### config.mk
export PLATFORM = sky130hd
export DESIGN_NAME = mem_port_arbiter
export DESIGN_NICKNAME = d
export VERILOG_FILES = /design/src/rtl/mips_bus_pkg.sv /design/src/rtl/mem_port_arbiter.sv
export SDC_FILE = /design/constraint.sdc
export NUM_CORES = 1
export LEC_CHECK = 0
export BUFFER_PORTS_ARGS = -buffer_cell sky130_fd_sc_hd__buf_2
export CORE_AREA = 2 2 107 109
export DETAILED_ROUTE_END_ITERATION = 7
export DIE_AREA = 0 0 109 111
export GPL_ROUTABILITY_DRIVEN = 0
export PLACE_DENSITY = 0.65
export REMOVE_ABC_BUFFERS = 1
export SLEW_MARGIN = 0
export SYNTH_ARGS = -nofsm -noshare
export SYNTH_HDL_FRONTEND = slang
export SYNTH_SLANG_ARGS = --single-unit
export TNS_END_PERCENT = 5
### constraint.sdc
create_clock -name clk -period 2.7 [get_ports clk]
set_input_delay 0.54 -clock clk [delete_from_list [all_inputs] [get_ports clk]]
set_output_delay 0.54 -clock clk [all_outputs]
set_load 0.03 [all_outputs]
### src/rtl/mips_bus_pkg.sv
// mips_bus_pkg: shared types and constants for the MIPS memory-port arbiter.
package mips_bus_pkg;
  typedef enum logic [1:0] {IDLE = 2'b00, FETCH = 2'b01, DATA = 2'b10, COMMIT = 2'b11} arb_state_t;
  localparam logic [127:0] BE_ALL = '1;
endpackage

### src/rtl/mem_port_arbiter.sv
// mem_port_arbiter: shares one wait-stated memory port between fetch and data, pulsing the core once per instruction.
module mem_port_arbiter
  import mips_bus_pkg::*;
#(
  parameter int ADDR_W = 32,
  parameter int DATA_W = 32
) (
  input  logic                clk,
  input  logic                reset,
  input  logic                cpu_active,
  input  logic [ADDR_W-1:0]   instr_address,
  output logic [DATA_W-1:0]   instr_readdata,
  input  logic [ADDR_W-1:0]   data_address,
  input  logic                data_read,
  input  logic                data_write,
  input  logic [DATA_W-1:0]   data_writedata,
  input  logic [DATA_W/8-1:0] data_byteenable,
  output logic [DATA_W-1:0]   data_readdata,
  output logic                cpu_clk_enable,
  output logic [ADDR_W-1:0]   mem_address,
  output logic                mem_read,
  output logic                mem_write,
  output logic [DATA_W-1:0]   mem_writedata,
  output logic [DATA_W/8-1:0] mem_byteenable,
  input  logic [DATA_W-1:0]   mem_readdata,
  input  logic                mem_waitrequest,
  output logic                bus_error
);
  localparam int BE_W = DATA_W / 8;
  arb_state_t state, next_state;
  logic fetch, xfer, rd_xfer;
  always_ff @(posedge clk or posedge reset)
    if (reset) state <= IDLE;
    else state <= next_state;
  always_comb begin
    next_state = state;
    case (state)
      IDLE:    next_state = cpu_active ? FETCH : IDLE;
      FETCH:   next_state = mem_waitrequest ? FETCH : DATA;
      DATA:    next_state = (xfer && mem_waitrequest) ? DATA : COMMIT;
      COMMIT:  next_state = cpu_active ? FETCH : IDLE;
      default: next_state = IDLE;
    endcase
  end
  // A DATA cycle with no decoded request is a pass-through and drives nothing.
  always_comb begin
    fetch          = state == FETCH;
    xfer           = (state == DATA) && (data_read || data_write);
    rd_xfer        = xfer && data_read && !data_write;
    mem_read       = fetch || rd_xfer;
    mem_write      = xfer && data_write;
    mem_address    = fetch ? instr_address : xfer ? data_address : '0;
    mem_byteenable = fetch ? BE_ALL[BE_W-1:0] : xfer ? data_byteenable : '0;
    mem_writedata  = xfer ? data_writedata : '0;
    cpu_clk_enable = state == COMMIT;
  end
  always_ff @(posedge clk or posedge reset)
    if (reset) begin
      instr_readdata <= '0;
      data_readdata  <= '0;
      bus_error      <= 1'b0;
    end else begin
      if (fetch && !mem_waitrequest) instr_readdata <= mem_readdata;
      if (rd_xfer && !mem_waitrequest) data_readdata <= mem_readdata;
      if (xfer && data_read && data_write) bus_error <= 1'b1;
    end
endmodule

After elaboration in Yosys (flattened, before gate mapping)

Index checks and enable logic that the tools add are counted.

Word-level logic and storage cells: 30
Register bits after elaboration: 67
Output and inout port bits: 136
Bits of input ports: 138

Muxes and demuxes: 9
Reductions and logical operators: 14
Equal/unequal tests: 3

Operators with widths:

| kind               | number |
|---|---|
| $mux 32            | 3 |
| $logic_and 1x1->1  | 8 |
| $mux 4             | 2 |
| $pmux 2 s3         | 1 |
| $eq 2x2->1 const B | 2 |
| $eq 2x1->1 const B | 1 |
| $logic_not 1->1    | 2 |
| $logic_not 2->1    | 1 |
| $logic_or 1x1->1   | 2 |
| $mux 1             | 2 |
| $mux 2             | 1 |
| $reduce_or 2->1    | 1 |

Depth between registers and ports, before layout

Depth after elaboration: 5
Depth in mapped cells: 7
Gate-level depth less buffers: 5

Worst setup path before layout

No wires, ideal clock.

Path kind: reg-to-output
From: register state[0]
To: output port mem_address[10]
Arrival time: 1.753 ns
Stages on the path, launching flop included: 7
Path slack: 0.407 ns
Path buffers: 1
Required time: 2.160 ns
Cell sequence: dfrtp_1 -> inv_1 -> ha_1 -> o21a_1 -> buf_2 -> nand2_1 -> o21ai_0

Word-level cells in the longest chain between the ends: 4
Elaborated cells between the ends (all ways): 5
Those cells by class: 2 x eq/ne; 2 x mux; 1 x reduce/logical

RTL lines:

| item                   | RTL line               | text |
|---|---|---|
| start, declared        | mem_port_arbiter.sv:30 | `arb_state_t state, next_state;` |
| start signal, assigned | mem_port_arbiter.sv:34 | `else state <= next_state;` |
| $eq 2x2->1             | mem_port_arbiter.sv:48 | `xfer = (state == DATA) && (data_read \|\| data_write);` |
| $logic_and 1x1->1      | mem_port_arbiter.sv:48 |  |
| $mux 32                | mem_port_arbiter.sv:52 | `mem_address = fetch ? instr_address : xfer ? data_address : '0;` |
| $mux 32 *              | mem_port_arbiter.sv:52 |  |
| end, declared          | mem_port_arbiter.sv:20 | `output logic [ADDR_W-1:0] mem_address,` |

Every way passes the cells marked *; elsewhere a longest branch is shown, timed or not.

Worst setup path after layout

From: register state[1]
To: output port mem_address[1]

The elaborated chain is that of the path after synthesis.

==> results.json <==
{
  "cts.path.max_buffers": 2,
  "yosys.area.top_type": "dfrtp_1",
  "endpoint_kind": "output pin",
  "grt_pass1_wl_mm": 17.5,
  "status": "complete, no violations",
  "syn_avg_cell_area_um2": 10.9,
  "multi_input_area_mm2": 0.00149,
  "dieWidth_um": 109,
  "nNetsFinal": 713,
  "slew_viol_final": 0,
  "fin_skew_ns": 0.00212,
  "synth.distinct_cells": 22,
  "first_iter_violations": 217,
  "start_util_pct": 29.8,
  "cts_max_level": 3,
  "wl_mm": 11.9,
  "synth_area_mm2": 0.00330,
  "setup_slack_ns": 0.181,
  "seq_area_mm2": 0.00168,
  "critical_path_class": "reg -> out",
  "postLayoutCellArea_mm2": 0.00510,
  "synth_top_area_share_pct": 50.9,
  "std_cell_rows": 39,
  "arrival_ns": 1.98,
  "slew_headroom_pct": 60.9,
  "place_area_mm2": 0.00479,
  "vias": 3301,
  "worstMarginPinSlew_ns": 0.586,
  "hpwl_mm": 9.38,
  "dpl_worst_slack_ns": 0.215,
  "tritoncts": "yes",
  "setup_violations": 0,
  "io_buffers": 273,
  "timing.fmax_mhz": 397,
  "worst_skew_pair.late_latency_ns": 0.32,
  "drive_above_1_share_pct": 62.9,
  "powerDensity_mw_per_mm2": 1360,
  "worstPathRequired_ns": 2.16,
  "antenna_cells": 0,
  "ys_seq_area_share_pct": 50.9,
  "wl_per_cell_um": 16.5,
  "grt_setup_unrepaired": "false",
  "clkTransAtPathRegs_ns": 0.05,
  "syn_to_final_growth_pct": 54.6,
  "via_per_inst": 4.58,
  "cts_made_buffers": 9,
  "crit_fanout": 50,
  "holdBufCountCts": 0,
  "coreArea_mm2": 0.0111,
  "post-route-period-util_pct": 93.3,
  "ios": 274,
  "finalCriticalPeriod_ns": 2.52,
  "ir_drop_mv": 0.774,
  "antenna_found_initial": 1,
  "grt_pass1_vias": 3322,
  "hold_violations": 0,
  "maxCapViolCount": 0,
  "drtPass1Iterations": 4,
  "final_cell_mix": "buf_2, dfrtp_1, nand2_1",
  "die_h_um": 111,
  "grt_overflow": 0,
  "gr-usage-all-layers_pct": 19.2,
  "synth_warnings": 0,
  "fillers": 1067,
  "grt_max_degree": 54,
  "final_util_pct": 46.0,
  "startpoint_type": "register",
  "ys_ff_latch": 67,
  "netlist_instances": 303,
  "synth.area.top_cells": "dfrtp_1, mux2_2, nand2_1",
  "die-area_mm2": 0.0121,
  "clock-sinks": 67,
  "drc": 0,
  "drtAntennaViolNets": 0,
  "hp-class": "in -> async",
  "root_buffer": "clkbuf_16",
  "leakage_uw": 0.00273,
  "mostFrequentLayoutCell": "buf_2"
}
-- metrics by stage --
step,instances,setup TNS (ns),hold slack (ns),total power (uW)
after floorplan,281,-43.37,0.629,4500
after global placement,702,0,0.467,5800
after detailed placement,702,0,0.469,5860
after CTS,718,0,0.290,6980
after global routing,720,0,0.332,7310
final,720,0,0.277,6930
-- power breakdown --
part	switching [uW]	internal [uW]
Clock	420	645
Sequential	258	1510
Combinational	2780	1320
Total	3460	3470
-- sequential cells by signal, indices dropped and copies added, names as in the netlist --
register and flops:
state 2, data_readdata 32, instr_readdata 32, bus_error 1
-- cells by family (layout without fill, tap and decap cells) --
family / after synthesis / in the layout / synth area share, %
AND/OR/NAND/NOR: 102 / 102 / 14.6
flip-flops: 67 / 67 / 50.9
multiplexers: 64 / 64 / 21.9
AO/OA/AOI/OAI: 42 / 42 / 7.06
buffers and inverters: 25 / 299 / 4.52
adder cells (fa/ha/maj): 3 / 3 / 1.14
-- layout make-up --
type                       count  share of cell area, %
tap                          143                   3.51
multi-input combinational    211                   29.3
sequential                    67                   32.9
timing repair buffer         280                   28.7
inverter                       3                  0.221
clock inverter                 6                  0.785
clock buffer                  10                   4.69
-- synthesized netlist by cell type --
library cell  instances
a21o_1                4
a21oi_1               1
a221oi_1              1
a31o_2                1
and2_1               33
buf_1                 1
buf_2                 6
buf_6                 6
clkbuf_1              7
clkbuf_2              2
dfrtp_1              67
ha_1                  3
inv_1                 3
mux2_1                4
mux2_2               60
nand2_1              65
nor2_1                2
nor2b_1               1
nor3_4                1
o21a_1                1
o21ai_0              33
o21bai_1              1
-- routing by layer --
metal | global-route usage [%] | part of all wire [%] | vias up
met3 | 7.47 | 12 | 26
li1 | - | - | 1551
met5 | 0 | 0.10 | -
met4 | 7.01 | 2.3 | 2
met1 | 23.1 | 40 | 1522
met2 | 30.9 | 45 | 200
-- worst max-delay path, cell delays in order (launching register included) --
cell and delay [ns]:
dfrtp_1 0.40, inv_1 0.07, ha_2 0.43, buf_12 0.27
nand2_1 0.11, o21ai_1 0.14, buf_2 0.25
-- repair_timing --
action,in CTS,in global routing
hold endpoints to repair,0,0
setup endpoints to repair,5,20
cloned,0,0
buffers inserted,0,2
resized for setup,4,2
-- worst paths after layout --
| path | to | start | cells past startpoint | slack [ns] |
|---|---|---|---|---|
| setup / recovery | mem_address[1] | state[1] | 6 | 0.18 |
| hold / removal | instr_readdata[3] | reset | 2 | 0.28 |
| setup reg to reg | instr_readdata[2] | state[1] | 5 | 0.63 |
| hold reg to reg | data_readdata[0] | data_readdata[0] | 1 | 0.48 |
| max in group asynchronous | instr_readdata[21] | reset | 3 | 1.80 |
| min in group clk | data_readdata[0] | mem_readdata[0] | 2 | 0.45 |
No activity file was read; power rests on OpenSTA's default activity.
